===== src/rtl/rob_core.sv =====
// rob_core: in-order retirement buffer with two-CDB capture and operand queries; ROB_PERF_EN adds commit/flush counters
module rob_core #(
    parameter int ROBBW = 4,
    parameter int REGBW = 5
) (
    input  logic             clk,
    input  logic             rst,
    input  logic             rdy,
    input  logic             issue_flag,
    input  logic [REGBW-1:0] issue_rd,
    input  logic             issue_is_store,
    input  logic             issue_is_br,
    output logic [ROBBW-1:0] alloc_id,
    output logic             rob_full,
    input  logic [ROBBW-1:0] id1,
    input  logic [ROBBW-1:0] id2,
    output logic             id1_ready,
    output logic             id2_ready,
    output logic [31:0]      id1_val,
    output logic [31:0]      id2_val,
    input  logic             ex_cdb_flag,
    input  logic [ROBBW-1:0] ex_cdb_rob_id,
    input  logic [31:0]      ex_cdb_val,
    input  logic             ex_cdb_mispred,
    input  logic [31:0]      ex_cdb_pc,
    input  logic             ld_cdb_flag,
    input  logic [ROBBW-1:0] ld_cdb_rob_id,
    input  logic [31:0]      ld_cdb_val,
    output logic             commit_flag,
    output logic [REGBW-1:0] commit_rd,
    output logic [ROBBW-1:0] commit_id,
    output logic [31:0]      commit_val,
    output logic             commit_store,
    output logic             flush,
`ifdef ROB_PERF_EN
    output logic [31:0]      perf_commit_cnt,
    output logic [31:0]      perf_flush_cnt,
`endif
    output logic [31:0]      flush_pc
);
    localparam logic [ROBBW-1:0] DEPTH = '1;
    localparam int N = 2 ** ROBBW;
    logic             valid_q [N];
    logic             ready_q [N];
    logic             st_q    [N];
    logic             br_q    [N];
    logic             mp_q    [N];
    logic [REGBW-1:0] rd_q    [N];
    logic [31:0]      val_q   [N];
    logic [31:0]      pc_q    [N];
    logic [ROBBW-1:0] head, tail, count;
    logic             do_commit, do_issue;

    function automatic logic [ROBBW-1:0] nxt(input logic [ROBBW-1:0] p);
        return (p == DEPTH) ? ROBBW'(1) : p + ROBBW'(1);
    endfunction

    assign alloc_id = tail;
    assign rob_full = count == DEPTH;

    // operand-readiness queries read registered slot state; id 0 is never valid
    always_comb begin
        id1_ready = id1 != '0 && valid_q[id1] && ready_q[id1];
        id2_ready = id2 != '0 && valid_q[id2] && ready_q[id2];
        id1_val   = id1_ready ? val_q[id1] : '0;
        id2_val   = id2_ready ? val_q[id2] : '0;
    end

    // head retirement and dispatch acceptance
    always_comb begin
        do_commit    = rdy && count != '0 && valid_q[head] && ready_q[head];
        commit_flag  = do_commit && rd_q[head] != '0;
        commit_rd    = do_commit ? rd_q[head] : '0;
        commit_id    = do_commit ? head : '0;
        commit_val   = do_commit ? val_q[head] : '0;
        commit_store = do_commit && st_q[head];
        flush        = do_commit && br_q[head] && mp_q[head];
        flush_pc     = flush ? pc_q[head] : '0;
        do_issue     = rdy && issue_flag && !rob_full && !flush;
    end

    // slot state, pointers and occupancy; a flush wipes everything speculative
    always_ff @(posedge clk) begin
        if (rst || (rdy && flush)) begin
            head  <= ROBBW'(1);
            tail  <= ROBBW'(1);
            count <= '0;
            for (int i = 0; i < N; i++) begin
                valid_q[i] <= 1'b0;
                ready_q[i] <= 1'b0;
            end
        end else if (rdy) begin
            if (do_issue) begin
                valid_q[tail] <= 1'b1;
                ready_q[tail] <= 1'b0;
                rd_q[tail]    <= issue_rd;
                st_q[tail]    <= issue_is_store;
                br_q[tail]    <= issue_is_br;
                mp_q[tail]    <= 1'b0;
                tail          <= nxt(tail);
            end
            if (ex_cdb_flag && valid_q[ex_cdb_rob_id]) begin
                ready_q[ex_cdb_rob_id] <= 1'b1;
                val_q[ex_cdb_rob_id]   <= ex_cdb_val;
                mp_q[ex_cdb_rob_id]    <= ex_cdb_mispred;
                pc_q[ex_cdb_rob_id]    <= ex_cdb_pc;
            end
            if (ld_cdb_flag && valid_q[ld_cdb_rob_id]) begin
                ready_q[ld_cdb_rob_id] <= 1'b1;
                val_q[ld_cdb_rob_id]   <= ld_cdb_val;
            end
            if (do_commit) begin
                valid_q[head] <= 1'b0;
                ready_q[head] <= 1'b0;
                head          <= nxt(head);
            end
            count <= count + ROBBW'(do_issue) - ROBBW'(do_commit);
        end
    end

`ifdef ROB_PERF_EN
    // retirement and flush event counters, wrapping naturally
    always_ff @(posedge clk) begin
        if (rst) begin
            perf_commit_cnt <= '0;
            perf_flush_cnt  <= '0;
        end else if (rdy) begin
            perf_commit_cnt <= perf_commit_cnt + 32'(do_commit);
            perf_flush_cnt  <= perf_flush_cnt + 32'(flush);
        end
    end
`endif
endmodule


===== config.mk =====
export PLATFORM = sky130hd
export DESIGN_NAME = rob_core
export DESIGN_NICKNAME = d
export VERILOG_FILES = /design/src/rtl/rob_core.sv
export SDC_FILE = /design/constraint.sdc
export NUM_CORES = 2
export LEC_CHECK = 0
export CAP_MARGIN = 10
export CELL_PAD_IN_SITES_DETAIL_PLACEMENT = 1
export CELL_PAD_IN_SITES_GLOBAL_PLACEMENT = 2
export CORE_ASPECT_RATIO = 1.25
export CORE_MARGIN = 2
export CORE_UTILIZATION = 48
export DETAILED_ROUTE_END_ITERATION = 12
export PLACE_DENSITY = 0.79
export SLEW_MARGIN = 25
export SYNTH_ARGS = -nofsm -noshare
export SYNTH_HDL_FRONTEND = slang
export SYNTH_SLANG_ARGS = --single-unit
export TNS_END_PERCENT = 1

===== constraint.sdc =====
create_clock -name clk -period 9.7 [get_ports clk]
set_input_delay 1.94 -clock clk [delete_from_list [all_inputs] [get_ports clk]]
set_output_delay 1.94 -clock clk [all_outputs]
set_load 0.1 [all_outputs]

==> metrics.txt <==
global route total overflow 0; minimum clock period 8000 ps; placed cells 5024; latest clock arrival within the worst-skew pair 760 ps; vias in the first global route 38464; Final Hold Viols 0; post-cts sizing count 0; Synth area leader edfxtp_1; Max IR drop VDD 0.000271 V; WP data required 7760 ps; TritonCTS buffer count 131; clock buffer depth 3; Pleak 22.3 nW; Synth cell types 66; number of synthesized register bits 1200; wire per inst 37.2 um; Hold Worst Slack 518 ps; share of layout cells above drive strength 1 0.430; DRC Markers 0; Crit Reg-Reg Endpoint val_q[13][8]; Root Driver clkbuf_16; clk slew on worst S/H paths 60 ps; Final WS setup 1700 ps; grt peak-use layer met2; Power Density 161 mW/mm^2; outcome completed; hold_sp valid_q[15]; Worst Setup Start Kind register; CP Cell Sequence buf_4, and3b_1, nor4_1, a211oi_1, a2bb2oi_4, clkinv_2, buf_4, and2_1, clkdlybuf4s50_1; routed vias/inst 6.75; share of the synthesized area in the top cell type 0.561; period utilization 0.824; DP HPWL 107 mm; core area 0.128 mm^2; Port-buffer cells 272; Worst Path Arrival 6060 ps; Worst path slowest cell clkdlybuf4s50_1; CTS tree done; count leader, synth edfxtp_1; setup TNS 0 ps; Mean Syn Cell Area 18.8 um^2; FFs w/ async S/R, synth 0; Worst Hold Class register to register; initial antenna violation count 20; WHS Path Cells 2; number of synthesized flops with an enable pin 1152; DRT antenna net count 0; register-to-register setup slack 2610 ps; area post-placement 0.0661 mm^2; first-pass GRT wire length 280 mm; GRT Overall Usage 0.300; most frequent CP cell buf_4; biggest cell delay along the critical path 960 ps; CP Capture Type output port; met1 Use GR 0.366; die area 0.131 mm^2; total power 11.4 mW; YS warnings 0; Final nets 3586; top-level port count 273; # hold bufs at CTS 0; GPL Wtd Cong 0.833; largest net degree at the start of global routing 135; FF-to-FF path depth 12; maximum fanout along the worst path 59; Post-Syn Instances 3285; ys flop type edfxtp_1; layout overhead on the synthesized area 14.2%; Clock Sinks 1200; Cell Area, Synth 0.0617 mm^2; final core occ 0.550; Die H 405 um; post-CTS setup buffer count 0; Rows 147; die extent in x 325 um; Final Instance Count excl. Fillers 5270; Starting Density 0.482; vias 35592; # setup viols final 0; WL final 196 mm; synth top area cells edfxtp_1 56%, mux4_2 25%, mux2_2 8.6%; Hold Path End valid_q[15]; met2 usage 0.523; fraction of the yosys area taken by sequential cells 0.576; TritonRoute pass-1 iters 5; Slew Limit Fails 0; Rel. slew slack 0.252; worst slack at placement 1850 ps; Mapped Nets 3426; Fmax achieved 125 MHz; Post-synth top cells 1152 x edfxtp_1, 685 x mux4_2, 471 x mux2_2; CTS H-Tree Depth 4; max_cap viols 0; DR iter-0 viols 3609; worst-margin pin slew 1120 ps; Setup CP Type register to output port; RSZ-0062 raised after global routing false; post-route cell area 0.0705 mm^2; Clock Skew 26.4 ps; met3 Use GR 0.0534
-- routing by layer --
metal	wire, um	part of all wire
met5	147	0.00075
met4	9260	0.047
met3	13000	0.067
met2	102000	0.52
met1	71800	0.37
-- power breakdown --
part / internal [mW] / leakage (nW) / total (mW) / switching, mW
registers: 5.68 / 10.8 / 5.69 / 0.00902
clock network: 2.95 / 2.08 / 5.05 / 2.10
logic: 0.295 / 9.42 / 0.615 / 0.320
total: 8.93 / 22.3 / 11.4 / 2.43
-- critical path, delay by kind of cell, from the launching register on --
family	cells	cell delay, ps
simple gates	3	680
compound gates	2	410
flops	1	920
buf+inv	4	3130
-- placed cells by master (no fill, tap or decap), drive strengths merged, types with 8 or more instances in the layout --
| master | instances |
|---|---|
| and2 | 52 |
| clkdlybuf4s50 | 261 |
| nor4 | 8 |
| edfxtp | 1152 |
| and3 | 50 |
| buf | 83 |
| nor2 | 32 |
| ha | 14 |
| diode | 8 |
| mux2 | 513 |
| nand2 | 63 |
| a32oi | 8 |
| nor2b | 74 |
| inv | 44 |
| o211ai | 8 |
| or2 | 15 |
| mux2i | 10 |
| clkbuf | 170 |
| nor3 | 26 |
| o21ai | 38 |
| a21oi | 17 |
| nand3 | 29 |
| dfxtp | 48 |
| mux4 | 685 |
| clkinv | 46 |
| nand2b | 10 |
| bufinv | 13 |
-- area by class of cell --
cell class              instances  area [um^2]
repair buffers                346         3350
fillers                     11222        57600
clock buffers                 168         3550
inverters                      38          144
diodes                          8         20.0
multi-input cells            1728        24900
well taps                    1713         2140
flip-flops and latches       1200        35600
clock inverters                69          732
-- sequential cells by signal, indices dropped and copies added (netlist names), named ones only --
signal	count
pc_q	512
ready_q	16
rd_q	80
mp_q	16
val_q	512
br_q	16
head	4
count	4
valid_q	16
alloc_id	4
st_q	16
-- cell families after synthesis --
kind of cell	after synthesis	synth area share
flip-flops	1200	0.576
AND/OR/NAND/NOR	374	0.0338
XOR/XNOR	4	0.000568
buffers and inverters	357	0.0248
AO/OA/AOI/OAI	127	0.0147
adder cells (fa/ha/maj)	15	0.00316
multiplexers	1208	0.347
-- worst max-delay path by stage --
stage	from	to	depth (start not counted)
final	register	commit_val[15]	9
after global routing	register	commit_val[15]	9
after CTS	register	commit_val[15]	9
after detailed placement	rdy	commit_val[15]	8
after global placement	rdy	commit_val[13]	8
after floorplan	ex_cdb_rob_id[2]	val_q[12][0]	8
Note: power is estimated with default switching activity, not from simulation.
